## config.mk

```make
export PLATFORM = sky130hd
export DESIGN_NAME = divider_seq
export DESIGN_NICKNAME = d
export VERILOG_FILES = /design/src/rtl/divider_pkg.sv /design/src/rtl/divider_step.sv /design/src/rtl/divider_seq.sv
export SDC_FILE = /design/constraint.sdc
export NUM_CORES = 1
export LEC_CHECK = 0
export ABC_CLOCK_PERIOD_IN_PS = 10000
export BUFFER_PORTS_ARGS = -buffer_cell sky130_fd_sc_hd__buf_2
export CAP_MARGIN = 20
export CORE_MARGIN = 2
export CORE_UTILIZATION = 41
export DETAILED_ROUTE_END_ITERATION = 6
export PLACE_DENSITY = 0.57
export SLEW_MARGIN = 10
export SYNTH_ARGS = -nofsm -noshare
export SYNTH_HDL_FRONTEND = slang
export SYNTH_SLANG_ARGS = --single-unit
```

## constraint.sdc

```tcl
create_clock -name clk -period 10 [get_ports clk]
set_input_delay 1 -clock clk [delete_from_list [all_inputs] [get_ports clk]]
set_output_delay 1 -clock clk [all_outputs]
set_load 0.01 [all_outputs]
```

## src/rtl/divider_pkg.sv

```systemverilog
// Shared types for the sequential restoring divider.
// Build option: DIVIDER_SIGNED_EN selects two's-complement operands.
package divider_pkg;

    typedef enum logic [1:0] {
        IDLE,
        CALC,
        DONE
    } state_t;

    localparam int DIV_WID_DEF = 32;

    function automatic int cnt_wid(input int wid);
        return (wid > 1) ? $clog2(wid) : 1;
    endfunction

endpackage

```

## src/rtl/divider_step.sv

```systemverilog
// One radix-2 restoring iteration: shift in a dividend bit, trial subtract,
// keep the difference when it did not go negative.
module divider_step #(
    parameter int DIVISOR_WID = 32
) (
    input  logic [DIVISOR_WID:0]   prem_i,
    input  logic                   bit_i,
    input  logic [DIVISOR_WID-1:0] divisor_i,
    output logic [DIVISOR_WID:0]   prem_o,
    output logic                   qbit_o
);

    logic [DIVISOR_WID+1:0] shifted;
    logic [DIVISOR_WID+1:0] trial;

    always_comb begin
        shifted = {prem_i, bit_i};
        trial   = shifted - {2'b00, divisor_i};
        qbit_o  = ~trial[DIVISOR_WID+1];
        prem_o  = qbit_o ? trial[DIVISOR_WID:0] : shifted[DIVISOR_WID:0];
    end

endmodule

```

## src/rtl/divider_seq.sv

```systemverilog
// Sequential restoring divider, one quotient bit per clock, valid/ready on both sides.
// Define DIVIDER_SIGNED_EN for two's-complement operands (sign fix on the final load).
module divider_seq
    import divider_pkg::*;
#(
    parameter int DIVIDEND_WID = DIV_WID_DEF,
    parameter int DIVISOR_WID  = DIV_WID_DEF
) (
    input  logic                    clk,
    input  logic                    rst_n,
    input  logic                    in_valid,
    output logic                    in_ready,
    input  logic [DIVIDEND_WID-1:0] dividend,
    input  logic [DIVISOR_WID-1:0]  divisor,
    output logic                    out_valid,
    input  logic                    out_ready,
    output logic [DIVIDEND_WID-1:0] quotient,
    output logic [DIVISOR_WID-1:0]  remainder,
    output logic                    div_by_zero
);

    localparam int CNT_W = cnt_wid(DIVIDEND_WID);

    state_t                  state_q;
    logic [CNT_W-1:0]        cnt_q;
    logic [DIVIDEND_WID-1:0] dvd_q;
    logic [DIVISOR_WID-1:0]  dvs_q;
    logic [DIVISOR_WID:0]    prem_q;
    logic [DIVISOR_WID:0]    prem_d;
    logic [DIVIDEND_WID-1:0] quo_q;
    logic [DIVIDEND_WID-1:0] quo_d;
    logic                    qbit;
    logic                    in_ready_q;
    logic                    out_valid_q;
    logic [DIVIDEND_WID-1:0] quotient_q;
    logic [DIVISOR_WID-1:0]  remainder_q;
    logic                    dbz_q;
    logic [DIVIDEND_WID-1:0] dvd_in;
    logic [DIVISOR_WID-1:0]  dvs_in;
    logic [DIVIDEND_WID-1:0] res_q_d;
    logic [DIVISOR_WID-1:0]  res_r_d;

    divider_step #(
        .DIVISOR_WID(DIVISOR_WID)
    ) u_step (
        .prem_i   (prem_q),
        .bit_i    (dvd_q[cnt_q]),
        .divisor_i(dvs_q),
        .prem_o   (prem_d),
        .qbit_o   (qbit)
    );

    always_comb begin
        quo_d        = quo_q;
        quo_d[cnt_q] = qbit;
    end

`ifdef DIVIDER_SIGNED_EN
    logic neg_q_q;
    logic neg_r_q;

    // Magnitudes are divided; the most-negative value maps onto itself as unsigned.
    always_comb begin
        dvd_in  = dividend[DIVIDEND_WID-1] ? -dividend : dividend;
        dvs_in  = divisor[DIVISOR_WID-1] ? -divisor : divisor;
        res_q_d = neg_q_q ? -quo_d : quo_d;
        res_r_d = neg_r_q ? -prem_d[DIVISOR_WID-1:0] : prem_d[DIVISOR_WID-1:0];
    end

    always_ff @(posedge clk or negedge rst_n) begin
        if (!rst_n) begin
            neg_q_q <= 1'b0;
            neg_r_q <= 1'b0;
        end else if (state_q == IDLE && in_valid) begin
            neg_q_q <= dividend[DIVIDEND_WID-1] ^ divisor[DIVISOR_WID-1];
            neg_r_q <= dividend[DIVIDEND_WID-1];
        end
    end
`else
    always_comb begin
        dvd_in  = dividend;
        dvs_in  = divisor;
        res_q_d = quo_d;
        res_r_d = prem_d[DIVISOR_WID-1:0];
    end
`endif

    always_ff @(posedge clk or negedge rst_n) begin
        if (!rst_n) begin
            state_q     <= IDLE;
            cnt_q       <= '0;
            dvd_q       <= '0;
            dvs_q       <= '0;
            prem_q      <= '0;
            quo_q       <= '0;
            in_ready_q  <= 1'b1;
            out_valid_q <= 1'b0;
            quotient_q  <= '0;
            remainder_q <= '0;
            dbz_q       <= 1'b0;
        end else begin
            unique case (state_q)
                IDLE: begin
                    if (in_valid) begin
                        in_ready_q <= 1'b0;
                        dvd_q      <= dvd_in;
                        dvs_q      <= dvs_in;
                        if (divisor == '0) begin
                            state_q     <= DONE;
                            out_valid_q <= 1'b1;
                            quotient_q  <= '1;
                            remainder_q <= DIVISOR_WID'(dividend);
                            dbz_q       <= 1'b1;
                        end else begin
                            state_q <= CALC;
                            cnt_q   <= CNT_W'(DIVIDEND_WID - 1);
                            prem_q  <= '0;
                            quo_q   <= '0;
                        end
                    end
                end
                CALC: begin
                    prem_q <= prem_d;
                    quo_q  <= quo_d;
                    cnt_q  <= cnt_q - 1'b1;
                    if (cnt_q == '0) begin
                        state_q     <= DONE;
                        out_valid_q <= 1'b1;
                        quotient_q  <= res_q_d;
                        remainder_q <= res_r_d;
                        dbz_q       <= 1'b0;
                    end
                end
                DONE: begin
                    if (out_ready) begin
                        state_q     <= IDLE;
                        out_valid_q <= 1'b0;
                        in_ready_q  <= 1'b1;
                    end
                end
                default: begin
                    state_q <= IDLE;
                end
            endcase
        end
    end

    assign in_ready    = in_ready_q;
    assign out_valid   = out_valid_q;
    assign quotient    = quotient_q;
    assign remainder   = remainder_q;
    assign div_by_zero = dbz_q;

endmodule
```

==> metrics.txt, run 1 <==
Iter 0 DRT Violations 728; CP Capture Type register; routed len/inst 19.9 um; setup ws final 4.82 ns; critical-path cell with the highest stage delay o41ai_4; Detail Placement HPWL 22800 um; max frequency 0.193 GHz; Crit Path Max Fanout 16; overall routing resource usage 0.223; library cells used by synthesis 66; design area 12800 um2; final setup fails 0; Critical Path AT 5.54 ns; DRT Pass-1 Iters 5; sequential fraction of the synthesis area 0.456; number of diodes 0; Worst-Margin Slew 1.03 ns; initial cell density of the core 0.415; Setup Crit Path Kind reg2reg; Placement Setup Slack 4.53 ns; Sum Neg Setup Slack 0 ns; RSZ-0062 raised after global routing no; Num CTS Buffers 24; share of layout cells above drive strength 1 0.212; H-tree levels 1; final count of hold timing violations 0; Post-synth EDFFs 0; Via Count 9248; CTS sink count 202; Residual DRC 0; Area contributors post-synth dfrtp_1 45%, mux2_2 6.5%, nand2_1 4.5%; Crit path largest cell delay 0.85 ns; CTS tree yes; Antenna Nets Post-Route 0; clock-pin slew on the worst setup and hold paths 0.06 ns; Post-Syn Nets 1263; full die area 28400 um2; Synth area leader dfrtp_1; CTS resizes 0; # IOs 135; Worst setup SP type register; clk_skew 0.0129 ns; Netlist Area Pre-Place 11100 um2; Final Hold Slack 0.472 ns; dpl cell area 12000 um2; Slew Viols, Final 0; buffer and inverter count on the worst path 0; Die Ht 168 um; core area 26700 um2; Max-cap violations 0; Async SR Flop Fraction 1.00; status finished, final reports clean; DRT Wirelength 31900 um; largest delay contributor family on the critical path compound AO/OA/AOI/OAI gates; vias in the first global route 8881; Pleak 0.00574 uW; Routability Congestion 0.853; YS warnings 0; FILL cells 2554; gr ovfl total 0; count of input and output buffers 134; cts hold-fix bufs 0; top-area cell type share of the netlist area 0.454; period utilization 0.518; Syn Inst Count 1154; Syn Area/Cell 9.60 um2; HP Class in2async; WP data required 10.36 ns; CTS root buffer clkbuf_16; Tmin final 5.18 ns; Main synth FF type dfrtp_1; Synth Register Bits 202; initial antenna violation count 0; first-pass GRT wire length 50300 um; Slew headroom 0.309; P per Cell Area 347 nW/um2; CTS Buffer Depth 3; Post-CTS Setup Bufs 0; fin nets 1363; num rows 60; Die Width 168 um; Worst VDD drop 0.000170 V; largest net degree at the start of global routing 127; Cell Chain, Critical Path mux4_2 > a22o_1 > a221oi_1 > and3_1 > ha_1 > nor2b_1 > o31ai_1 > a211oi_1 > o21ai_1 > o21ai_2 > o41ai_4 > nor2_4 > mux2i_1 > o21ai_0; total power 4460 uW; synth-to-layout area growth 15.9%; vias per cell 5.75; later-pin clock latency in the skew report 0.52 ns
final cells by class:
class	count	area [um2]	share of cell area
tap	341	427	0.0332
timing repair buffer	146	797	0.0620
inverter	46	173	0.0134
sequential	202	5060	0.394
clock inverter	7	146	0.0114
multi-input combinational	834	5600	0.436
clock buffer	32	651	0.0507
worst paths after layout:
check / from / endpoint / slack (ns) / depth (start not counted)
max: cnt_q[0] / prem_q[18] / 4.82 / 14
min: rst_n / quotient[4] / 0.47 / 1
max reg2reg: cnt_q[0] / prem_q[18] / 4.82 / 14
min reg2reg: remainder[6] / remainder[6] / 0.48 / 1
max in group asynchronous: rst_n / dvs_q[31] / 8.15 / 2
min in group clk: remainder[6] / remainder[6] / 0.48 / 1
worst reg2reg max path: stages, from the launching register on:
cell,delay (ns)
dfrtp_1,0.69
mux4_2,0.57
a22o_1,0.24
a221oi_1,0.19
and3_1,0.29
ha_1,0.21
nor2b_1,0.06
o31ai_1,0.38
a211oi_1,0.15
o21ai_1,0.34
o21ai_2,0.20
o41ai_4,0.85
nor2_4,0.28
mux2i_1,0.44
o21ai_0,0.13
cell families (layout without fill, tap and decap cells):
group,count (synthesis),after routing,synth area share
AO/OA/AOI/OAI,385,385,0.221
AND/OR/NAND/NOR,303,303,0.126
flip-flops,202,202,0.456
buffers and inverters,118,231,0.0412
multiplexers,79,79,0.0876
adder cells (fa/ha/maj),41,41,0.0470
XOR/XNOR,26,26,0.0206
sequential cells by signal (all words and copies together), names as in the netlist, 2 cells and up:
signal,cells
prem_q,33
dvd_q,32
dvs_q,32
quotient,32
remainder,32
quo_q,31
cnt_q,5
state_q,2
metal layers:
metal,vias to the layer above,GRT usage,share of wire
met3,72,0.0259,0.045
met4,0,0.0855,0.042
li1,4436,-,-
met5,-,0,0
met1,4469,0.305,0.45
met2,271,0.366,0.46
cells in the mapped netlist (all sizes together) (23+ instances only):
master and n:
dfrtp 201, nand2 134, o21ai 129, a21oi 79, mux2 64, clkbuf 59, nor2 58, a31oi 48
inv 46, ha 40, a22o 33, a21o 23
metrics by stage:
stage / utilization / cells
after detailed placement: 0.449 / 1566
after global routing: 0.481 / 1608
after floorplan: - / 1154
after CTS: 0.479 / 1605
after global placement: 0.449 / 1566
final: 0.481 / 1608
placed cells by master (no fill, tap or decap), types with 20 or more instances in the layout:
cell type    n
o21ai_0     54
nor2_1      56
ha_1        39
a22o_1      33
a31oi_1     48
a21o_1      23
nand3_1     22
o21ai_1     73
nand2_1    133
clkbuf_16   24
buf_2      133
inv_1       46
dfrtp_1    201
nor3_1      20
a21oi_1     79
mux2_2      64
power breakdown:
part	total (uW)	switching, uW	leakage [uW]	internal (uW)
clock	901	345	0.000388	556
combinational	2190	1350	0.00289	844
sequential	1370	240	0.00246	1130
(Power assumes the default switching activity.)
==> run 2: changes to the inputs <==
Settings changed: ABC_CLOCK_PERIOD_IN_PS 10000 to 4200, PLACE_DENSITY 0.57 to 0.59.
Clock period 10 ns to 4.2 ns, I/O delays scaled along.
==> run 2 against run 1 <==
  * Fmax up 24%
  * Register-to-register slack lost 4.8 ns
  * Clock-buffer cell count fell by 2
  * Clock skew increased by 0.013 ns
  * Critical path depth rose by 2
  * Sequential power grew 130%
  * First-iteration DRC count up 5.2%
  * Hold slack got worse by 0.33 ns
==> metrics.txt, run 2 (synthesis gave the netlist of run 1 again) <==
Num CTS Buffers 24 (unchanged); Antenna Nets Post-Route 0 (unchanged); final setup fails 0 (unchanged); vias in the first global route 9356 (+5.3%); count of input and output buffers 134 (unchanged); core area 26700 um2 (unchanged); Slew headroom 0.414 (+0.105); clk_skew 0.0255 ns (+0.0126 ns); most frequent cells in the layout 200 x dfrtp_1, 133 x buf_2, 132 x nand2_1; Sum Neg Setup Slack 0 ns (unchanged); Crit path largest cell delay 0.52 ns (-0.33 ns); Via Count 9541 (+3.2%); max frequency 0.240 GHz (+24%); cell mode on critical path a22o_1; P per Cell Area 850 nW/um2 (+140%); synth-to-layout area growth 24.3%; Worst VDD drop 0.000463 V (+170%); full die area 28400 um2 (unchanged); # IOs 135 (unchanged); Setup Crit Path Kind reg2reg; RSZ-0062 raised after global routing yes; first-pass GRT wire length 51700 um (+2.9%); Die Width 168 um (unchanged); later-pin clock latency in the skew report 0.53 ns (about the same); vias per cell 5.66 (-1.7%); status finished, final reports clean; Cell Chain, Critical Path mux4_2 > a22o_1 > a221oi_2 > and3_4 > ha_4 > inv_2 > fa_2 > a21o_1 > a22o_1 > o31ai_4 > o31a_4 > o211ai_4 > a311o_1 > a31o_1 > o2111a_1 > a211o_1; CP Capture Type register; number of diodes 0 (unchanged); most common cell after layout, fill and taps aside dfrtp_1; Critical Path AT 4.58 ns (-0.96 ns); FILL cells 2497 (-2.2%); Crit Path Max Fanout 5 (-11); routed len/inst 19.6 um (-1.1%); initial antenna violation count 0 (unchanged); critical-path cell with the highest stage delay mux4_2; initial cell density of the core 0.415 (unchanged); final count of hold timing violations 0 (unchanged); Worst-Margin Slew 0.879 ns (-0.154 ns); total power 11700 uW (+160%); buffer and inverter count on the worst path 1 (+1); Tmin final 4.17 ns (-1.01 ns); Max-cap violations 0 (unchanged); CTS sink count 202 (unchanged); Pleak 0.00622 uW (+8.3%); gr ovfl total 0 (unchanged); HP Class in2reg; Detail Placement HPWL 23800 um (+4.4%); Die Ht 168 um (unchanged); Top reg by flops prem_q; utilization after layout 0.515 (+0.0348); area of the multi-input gates 5730 um2 (+2.5%); largest delay contributor family on the critical path compound AO/OA/AOI/OAI gates; setup ws final 0.0300 ns (-4.79 ns); Slew Viols, Final 0 (unchanged); Iter 0 DRT Violations 766 (+5.2%); Placement Setup Slack -0.155 ns (-4.68 ns); GR peak layer met2; CTS tree yes; Worst setup SP type register; M3 GR Usage 0.0287 (+0.00282); met2 Use GR 0.390 (+0.0238); share of layout cells above drive strength 1 0.273 (+0.0619); overall routing resource usage 0.229 (+0.00584); Routability Congestion 0.903 (+5.9%); H-tree levels 1 (unchanged); WP data required 4.61 ns (-5.75 ns); DRT Pass-1 Iters 5 (unchanged); M1 GR Usage 0.305 (+0.000382); period utilization 0.993 (+0.475); CTS root buffer clkbuf_16; num rows 60 (unchanged); fin nets 1437 (+5.4%); CTS Buffer Depth 3 (unchanged); Final Hold Slack 0.144 ns (-0.328 ns); Residual DRC 0 (unchanged); clock-pin slew on the worst setup and hold paths 0.06 ns (about the same); DRT Wirelength 33100 um (+3.7%); max FFs per register 33 (unchanged); Reg area 5060 um2 (about the same); largest net degree at the start of global routing 104 (-18%)
-- run 2: changes by cell type in the layout (fill, tap and decap cells not counted), sizes merged --
cell / before / now
clkinv: 3 / 6
dlygate4sd3: 0 / 1
buf: 144 / 216
bufinv: 4 / 5
clkinvlp: 0 / 3
clkbuf: 34 / 33
-- run 2: worst paths after layout --
path / startpoint / to / slack, ns / cells past startpoint
max: cnt_q[0] / prem_q[32] / 0.03 / 16
max reg2reg: cnt_q[0] / prem_q[32] / 0.03 / 16
min: dividend[7] / dvd_q[7] / 0.14 / 2
min in group asynchronous: rst_n / quotient[3] / 0.39 / 2
min reg2reg: remainder[6] / remainder[6] / 0.47 / 1
max in group asynchronous: rst_n / prem_q[18] / 2.75 / 3
-- run 2: cell type report --
type / instances / area share
clock buffer: 30 / 0.0474
sequential: 202 / 0.367
clock inverter: 14 / 0.0158
timing repair buffer: 220 / 0.110
multi-input combinational: 834 / 0.416
inverter: 46 / 0.0125
tap: 341 / 0.0310
-- run 2: timing repair --
| item | CTS | global route |
|---|---|---|
| hold endpoints to repair | 47 | 0 |
| gates resized for setup | 11 | 24 |
| pin swaps | 13 | 22 |
| endpoints found under the setup margin | 52 | 77 |
| gates cloned | 0 | 2 |
| hold buffers | 1 | 0 |
| setup buffers | 0 | 13 |
-- run 2: worst register-to-register path, delay by kind of cell (launching register included) --
kind	cells	cell delay, ns
muxes	1	0.52
DFF	1	0.44
adders and majority gates	2	0.47
and+or+nand+nor	1	0.24
buffers and inverters	1	0.03
AOI/OAI and AO/OA	11	2.33
-- run 2: metrics by stage --
stage	cell area, um2	cells
after floorplan	11100	1154
after global placement	12600	1626
after detailed placement	12600	1627
after CTS	13500	1672
after global routing	13800	1687
final	13800	1687
-- run 2: metal layers --
layer	vias up	wire length, um	part of all wire
li1	4587	-	-
met1	4651	14600	0.44
met2	250	16200	0.49
met3	53	1400	0.042
met4	0	977	0.030
met5	-	0	0
-- run 2: power breakdown --
part           switching [uW]  internal [uW]  total (uW)
combinational            3600           2650        6250
clock                     850           1410        2260
sequential                511           2680        3190
total                    4960           6750       11700
